### config.mk
export PLATFORM = sky130hd
export DESIGN_NAME = ternary_perceptron_seq
export DESIGN_NICKNAME = d
export VERILOG_FILES = /design/src/rtl/ternary_perceptron_seq.sv
export SDC_FILE = /design/constraint.sdc
export NUM_CORES = 1
export LEC_CHECK = 0
export BUFFER_PORTS_ARGS = -buffer_cell sky130_fd_sc_hd__buf_2
export CELL_PAD_IN_SITES_DETAIL_PLACEMENT = 1
export CELL_PAD_IN_SITES_GLOBAL_PLACEMENT = 2
export CORE_ASPECT_RATIO = 1.75
export CORE_MARGIN = 1
export CORE_UTILIZATION = 35
export CTS_CLUSTER_DIAMETER = 100
export DETAILED_ROUTE_END_ITERATION = 8
export MAX_ROUTING_LAYER = met4
export PLACE_DENSITY = 0.81
export REMOVE_ABC_BUFFERS = 1
export SKIP_CTS_REPAIR_TIMING = 1
export SLEW_MARGIN = 20
export SYNTH_ARGS = -nofsm -noshare
export SYNTH_HDL_FRONTEND = slang
export SYNTH_SLANG_ARGS = --single-unit
### constraint.sdc
create_clock -name clk -period 4.2 [get_ports clk]
set_clock_uncertainty 0.1 [all_clocks]
set_input_delay 0.21 -clock clk [delete_from_list [all_inputs] [get_ports clk]]
set_output_delay 0.21 -clock clk [all_outputs]
set_load 0.01 [all_outputs]
### src/rtl/ternary_perceptron_seq.sv
// Sequential ternary-weight perceptron: one multiply-accumulate step per clock over N_IN signed inputs.
// Vectors enter and results leave on valid/ready handshakes; weights are writable at run time.
module ternary_perceptron_seq #(
  parameter int N_IN  = 8,
  parameter int IN_W  = 4,
  parameter int OUT_W = 6
) (
  input  logic                      clk,
  input  logic                      reset,
  input  logic                      wt_we,
  input  logic [$clog2(N_IN)-1:0]   wt_addr,
  input  logic [1:0]                wt_data,
  input  logic                      in_valid,
  output logic                      in_ready,
  input  logic [N_IN*IN_W-1:0]      in_data,
  input  logic signed [OUT_W-1:0]   threshold,
  output logic                      out_valid,
  input  logic                      out_ready,
  output logic signed [OUT_W-1:0]   out_sum,
  output logic                      out_fire,
  output logic                      busy
);

  localparam int AW      = $clog2(N_IN);
  localparam int ACC_W   = IN_W + $clog2(N_IN) + 1;
  localparam int SAT_MAX = (1 << (OUT_W - 1)) - 1;
  localparam int SAT_MIN = -(1 << (OUT_W - 1));

  typedef enum logic [1:0] {IDLE, ACCUM, DONE} state_t;

  state_t                  state;
  logic [1:0]              weights [N_IN];
  logic signed [IN_W-1:0]  x_reg [N_IN];
  logic signed [OUT_W-1:0] thr_reg;
  logic signed [ACC_W-1:0] acc;
  logic signed [ACC_W-1:0] acc_nxt;
  logic signed [ACC_W-1:0] term;
  logic [AW-1:0]           idx;
  int                      acc_int;
  int                      sat_int;
  logic                    last_step;

  // Next accumulator value for the current element, plus its clamped form for the final step.
  always_comb begin
    term    = ACC_W'(x_reg[idx]);
    acc_nxt = acc;
    case (weights[idx])
      2'b01:   acc_nxt = acc + term;
      2'b11:   acc_nxt = acc - term;
      default: acc_nxt = acc;
    endcase
    acc_int = int'(acc_nxt);
    sat_int = acc_int;
    if (acc_int > SAT_MAX) sat_int = SAT_MAX;
    if (acc_int < SAT_MIN) sat_int = SAT_MIN;
    last_step = (idx == AW'(N_IN - 1));
  end

  always_ff @(posedge clk) begin
    if (reset) begin
      state     <= IDLE;
      in_ready  <= 1'b1;
      out_valid <= 1'b0;
      out_sum   <= '0;
      out_fire  <= 1'b0;
      busy      <= 1'b0;
      acc       <= '0;
      idx       <= '0;
      for (int i = 0; i < N_IN; i++) weights[i] <= 2'b00;
    end else begin
      // A write in an ACCUM cycle lands after that cycle's term has already used the old code.
      if (wt_we && (int'(wt_addr) < N_IN)) weights[wt_addr] <= wt_data;

      case (state)
        IDLE: begin
          if (in_valid && in_ready) begin
            for (int i = 0; i < N_IN; i++) x_reg[i] <= in_data[i*IN_W +: IN_W];
            thr_reg  <= threshold;
            acc      <= '0;
            idx      <= '0;
            in_ready <= 1'b0;
            busy     <= 1'b1;
            state    <= ACCUM;
          end
        end
        ACCUM: begin
          acc <= acc_nxt;
          idx <= idx + AW'(1);
          if (last_step) begin
            idx       <= '0;
            out_sum   <= OUT_W'(sat_int);
            out_fire  <= (acc_int >= int'(thr_reg));
            out_valid <= 1'b1;
            state     <= DONE;
          end
        end
        DONE: begin
          if (out_ready) begin
            out_valid <= 1'b0;
            in_ready  <= 1'b1;
            busy      <= 1'b0;
            state     <= IDLE;
          end
        end
        default: state <= IDLE;
      endcase
    end
  end

endmodule

==> metrics.csv, run 1 <==
metric,value,unit
status,completed,
TritonCTS clock tree,yes,
gr usage total,16.86,%
core region area,0.01117,sq mm
row cnt,51,
Detail Route Antenna Nets,0,
Max Root-Sink Buffers,2,
final setup violation count,0,
CP Capture Type,flop,
Main synth FF type,edfxtp_1,
RSZ-0062 raised after global routing,yes,
total chip power,2.188,mW
Crit Path Max Fanout,5,
Vias,3040,
DP Cell Count,529,
Cell variety after synth,50,
I/O pin count,58,
dpl hpwl,7.301,mm
Clock Latency Late Sink,0.34,ns
initial antenna violation count,0,
max reg flops,32,
Syn Inst Count,328,
fmax,0.2404,GHz
final hold vios,0,
fin area,0.005404,sq mm
PwrDens,404.9,mW/mm^2
Worst-path clk slew,0.06,ns
final net count,516,
Mean Syn Cell Area,12.31,sq um
DR iter-0 viols,89,
Hold Path Stages,3,
vias in the first global route,3109,
post-route setup TNS,0,ns
synth warn,0,
drt first pass iters,4,
fraction of layout cells with a size suffix above 1,32.23,%
ant diodes,0,
leak pwr,2.181,nW
period utilisation layout,99.02,%
Clock Root Buffer,clkbuf_16,
area grow syn2layout,33.84,%
Die Y-Extent,144.1,um
worst reg-to-reg setup slack,0.04,ns
drt via density,5.197,
grt ovf,0,
Die Area,0.01199,sq mm
Mapped Area,0.004038,sq mm
"Seq/Total Area, Yosys",53.05,%
Slew HR,38.04,%
Worst Hold Slack,0.09358,ns
total CTS buffers,9,
fraction of registers with async set/reset,0,%
"Arr. time, crit path",4.26,ns
Final Wtd Congestion,0.7959,
post-route minimum period,4.159,ns
Required @ worst endpoint,4.30,ns
TritonCTS Sinks,80,
startpoint types,flop,
Max Cap Viol,0,
Finished Layout Cells,585,
first-pass GRT wire length,14.86,mm
Port Buffers,57,
Worst-Margin Slew,0.9260,ns
Reg2Reg Depth,17,
Synth Register Bits,80,
routed len/inst,17.57,um
placed cell areas,0.004617,sq mm
"EDFF count, synth",54,
Initial Util,36.16,%
Slew Limit Fails,0,
Total Routed Length,10.28,mm
DRC Markers,0,
die width,83.19,um
worst setup path class,reg -> reg,
Worst Hold Class,in -> reg,
pin count of the biggest net entering global routing,37,
VDD IR-drop max,308.0,uV
htree depth,3,
[synth_stat cells, types with 2 or more instances]
master    number  area [sq um]
nor2_1        35         131.4
dfxtp_1       26         520.5
a21oi_1       19         95.09
a22oi_1       10         75.07
o211ai_4       2         42.54
buf_6          2         22.52
a211oi_1       2         15.01
clkbuf_8       2         27.53
and2_4         2         17.52
nor3b_1        2         15.01
buf_1          2         7.510
a31o_2         2         17.52
mux4_1        12         315.3
nand2b_1       4         25.02
nor3_1         6         30.03
nand3_1        6         30.03
or2_2          3         18.77
mux2_2         4         45.04
a21o_1         9         67.56
o21bai_1       4         30.03
a221oi_2       5         75.07
inv_1         19         71.32
ha_1          19         237.7
edfxtp_1      54          1622
clkbuf_1       9         33.78
xor2_1         2         17.52
nor2b_1        8         50.05
o21a_1         5         37.54
o31a_1         2         17.52
mux2i_1        5         50.05
nand2_1       21         78.83
o21ai_0        7         35.03
[report_power, final]
part           leakage [nW]  switching (mW)  internal [mW]
logic                  1.32           0.245          0.245
clock network         0.147           0.333          0.467
registers             0.716          0.0185          0.880
total                  2.18           0.596           1.59
[routing by layer]
metal | vias to the layer above | track usage (%) | wire [um]
li1 | 1469 | - | -
met1 | 1510 | 15.08 | 3615
met2 | 43 | 33.65 | 6218
met3 | 18 | 2.626 | 190
met4 | 0 | 8.621 | 254
met5 | - | - | 0
[path summary, 6_finish.rpt]
path,startpoint,endpoint
worst max-delay path,flop,out_fire$_SDFFE_PP0P_
worst min-delay path,out_ready,in_ready$_SDFFE_PP1P_
worst max register to register,flop,out_fire$_SDFFE_PP0P_
worst min register to register,out_valid$_SDFFE_PP0P_,out_valid$_SDFFE_PP0P_
[cells by family (layout without fill, tap and decap cells)]
logic type,after synthesis,count (layout),share of synthesized area [%]
xor gates and xnor gates,3,3,0.6509
adders and majority gates,20,20,6.384
buffers and inverters,34,159,4.029
muxes,21,21,10.16
DFF,80,80,53.05
and+or+nand+nor,92,92,10.91
AOI/OAI and AO/OA,78,78,14.81
[area by class of cell]
type	instances	area, sq um
clock buffers	9	225.2
clock inverters	7	77.57
fillers	1178	5763
inverters	19	71.32
multi-input cells	214	1805
flip-flops and latches	80	2146
well taps	132	165.2
repair buffers	124	913.4
[stage by stage]
step / util (%) / setup slack, ns
2_1_floorplan: - / -0.2316
3_3_place_gp: 41.34 / -0.06496
3_5_place_dp: 41.34 / -0.2156
4_1_cts: 44.06 / -0.2103
5_1_grt: 48.39 / -0.1597
6_report: 48.39 / 0.04097
[worst max-delay path: stages (launching register included)]
cell	delay (ns)
dfxtp_4	0.38
clkbuf_16	0.15
mux4_1	0.55
mux2_4	0.30
and2_4	0.18
nor2_1	0.11
xor2_1	0.20
ha_1	0.28
buf_4	0.15
nor2b_2	0.17
o31a_1	0.27
a211oi_2	0.19
a21o_1	0.18
ha_1	0.25
a21o_1	0.17
a21o_1	0.18
a21oi_2	0.13
o41ai_2	0.07
[cells in the final DEF, fill, tap and decap left out, types with 3 or more instances in the layout]
cell	count
edfxtp_1	54
mux4_2	5
mux2_2	3
mux2i_1	5
a21o_1	9
o21bai_1	4
buf_4	27
nor2b_1	7
nor3_1	5
o21ai_0	4
mux4_1	7
a221oi_2	5
nand2_1	21
ha_1	17
o21a_1	5
nand2b_1	4
dlygate4sd3_1	38
nand3_1	6
dfxtp_1	25
inv_6	3
or2_2	3
inv_1	19
a22oi_1	10
a21oi_2	3
clkbuf_16	10
buf_2	57
nor2_1	35
a21oi_1	16
No activity file was read; power rests on OpenSTA's default activity.
==> run 2: changes to the inputs <==
- CORE_ASPECT_RATIO: 1.75 -> 0.7
- CORE_UTILIZATION: 35 -> 39
- CTS_CLUSTER_SIZE: unset -> 25
- PLACE_DENSITY: 0.81 -> 0.85
- clock period: 4.2 -> 4 ns (I/O delays scaled with it)
==> run 2 against run 1 <==
Compared with the run above:
- the run now ends with negative setup slack left
- sequential share of layout area shrank 0.75 points
- clock-buffer cell count grew 5
- core utilization grew 7.4 points
- routed wire length grew 17%
- non-clock buffer count grew 8
- first-iteration DRC count grew 120%
- total power grew 8.8%
- global-route usage grew 2.7 points
- sequential cell count is the same
- fmax shrank 5.1%
- hold slack lost 0.0062 ns
- via count grew 4.4%
- critical path type unchanged
- largest cell class unchanged
==> metrics.csv, run 2 (synthesis results as in run 1) <==
metric,value,unit,change
status,finished with violations,,
failing checks,negative setup slack,,
TritonCTS Sinks,80,,unchanged
Port Buffers,57,,unchanged
initial antenna violation count,0,,unchanged
grt ovf,0,,unchanged
gr usage total,19.53,%,+2.7 points
die width,123.6,um,+49%
core region area,0.009872,sq mm,-12%
final hold vios,0,,unchanged
post-route minimum period,4.382,ns,+0.2226 ns
routed len/inst,20.46,um,+16%
Total Routed Length,12.05,mm,+17%
DRC Markers,0,,unchanged
PwrDens,432.0,mW/mm^2,+6.7%
"Arr. time, crit path",4.53,ns,+0.27 ns
Max Cap Viol,0,,unchanged
DR iter-0 viols,193,,+120%
met2 WL,6.394,mm,+2.8%
TritonCTS clock tree,yes,,
CP Capture Type,flop,,
Die Y-Extent,87.13,um,-40%
leak pwr,2.201,nW,+0.90%
row cnt,30,,-41%
Detail Route Antenna Nets,0,,unchanged
RSZ-0062 raised after global routing,yes,,
fmax,0.2282,GHz,-5.1%
Final Wtd Congestion,0.7934,,-0.31%
Required @ worst endpoint,4.15,ns,-0.15 ns
I/O pin count,58,,unchanged
fraction of layout cells with a size suffix above 1,36.01,%,+3.8 points
pin count of the biggest net entering global routing,37,,unchanged
final setup violation count,8,,+8
area grow syn2layout,36.41,%,
worst setup path class,reg -> reg,,
Worst-Margin Slew,1.029,ns,+0.1034 ns
total chip power,2.380,mW,+8.8%
Die Area,0.01077,sq mm,-10%
dpl hpwl,6.999,mm,-4.1%
most frequent cells in the layout,"57 x buf_2, 54 x edfxtp_1, 38 x dlygate4sd3_1",,
first-pass GRT wire length,15.12,mm,+1.8%
Max Root-Sink Buffers,2,,unchanged
vias in the first global route,2941,,-5.4%
Initial Util,40.90,%,+4.7 points
total CTS buffers,9,,unchanged
Worst-path clk slew,0.06,ns,about the same
Vias,3173,,+4.4%
drt first pass iters,4,,unchanged
startpoint types,flop,,
Slew HR,31.12,%,-6.9 points
drt via density,5.387,,+3.7%
DRT met1 WL,5.073,mm,+40%
"most common cell after layout, fill and taps aside",buf_2,,
Clock Root Buffer,clkbuf_16,,
Slew Limit Fails,0,,unchanged
final setup margin,-0.3816,ns,-0.4226 ns
period utilisation layout,109.5,%,+11 points
ant diodes,0,,unchanged
max reg flops,32,,unchanged
Crit Path Max Fanout,6,,+1
Worst Hold Class,in -> reg,,
Final Util,55.79,%,+7.4 points
final net count,524,,+1.6%
VDD IR-drop max,221.4,uV,-28%
Clock Latency Late Sink,0.35,ns,about the same
WL met3,297,um,+56%
Finished Layout Cells,589,,+0.68%
DP Cell Count,527,,-0.38%
htree depth,3,,unchanged
Highest Signal Layer,met4,,
## run 2: cell count changes in the layout (fill, tap and decap cells not counted), moves of 3 or more
cell / previous run / this run
buf_4: 27 / 33
clkbuf_1: 0 / 3
inv_6: 3 / 0
mux2i_1: 5 / 2
mux4_1: 7 / 1
mux4_2: 5 / 11
## run 2: report_power, final
part | switching [mW] | total, mW | leakage [nW] | internal, mW
Combinational | 0.295 | 0.578 | 1.34 | 0.284
Clock | 0.337 | 0.857 | 0.147 | 0.520
Sequential | 0.0203 | 0.945 | 0.716 | 0.924
## run 2: metal layers
layer,vias to the layer above,global-route usage [%]
met2,55,31.46
met5,-,-
met4,0,6.024
met1,1617,24.46
met3,20,4.450
li1,1481,-
## run 2: final cells by class
type | count | area, sq um
fill | 1047 | 4364
sequential | 80 | 2146
multi-input combinational | 214 | 1853
timing repair buffer | 132 | 974.7
clock buffer | 14 | 264.0
tap | 128 | 160.2
inverter | 19 | 71.32
clock inverter | 2 | 38.79
## run 2: worst max-delay path, stage by stage (launching register included)
cell and delay, ns:
dfxtp_4 0.37, buf_8 0.13, mux4_2 0.53, mux2_4 0.30, and2_4 0.19, nand2_2 0.08, o21a_1 0.17, inv_1 0.06
ha_1 0.31, nor2b_4 0.14, o31a_1 0.35, o31a_2 0.41, o22ai_4 0.13, xnor2_2 0.17, a21o_2 0.19, nand2_2 0.07
ha_4 0.16, nor2b_2 0.15, o41ai_2 0.26
## run 2: final timing paths
path / start / to / slack, ns / cells after the start
worst max-delay path: flop / out_fire$_SDFFE_PP0P_ / -0.38 / 18
worst min register to register: out_valid$_SDFFE_PP0P_ / out_valid$_SDFFE_PP0P_ / 0.38 / 2
worst min-delay path: out_ready / in_ready$_SDFFE_PP1P_ / 0.09 / 3
worst max register to register: flop / out_fire$_SDFFE_PP0P_ / -0.38 / 18
## run 2: per-stage QoR
stage	worst slack, ns	cell area (sq um)	hold slack [ns]	setup TNS (ns)
finish	-0.3816	5508	0.08739	-2.239
global route	-0.5153	5508	0.1174	-3.421
CTS	-0.5561	4930	-0.07204	-2.629
detailed placement	-0.4697	4627	0.2787	-2.041
global placement	-0.2793	4627	0.2779	-0.9983
floorplan	-0.4316	3946	0.1662	-1.378
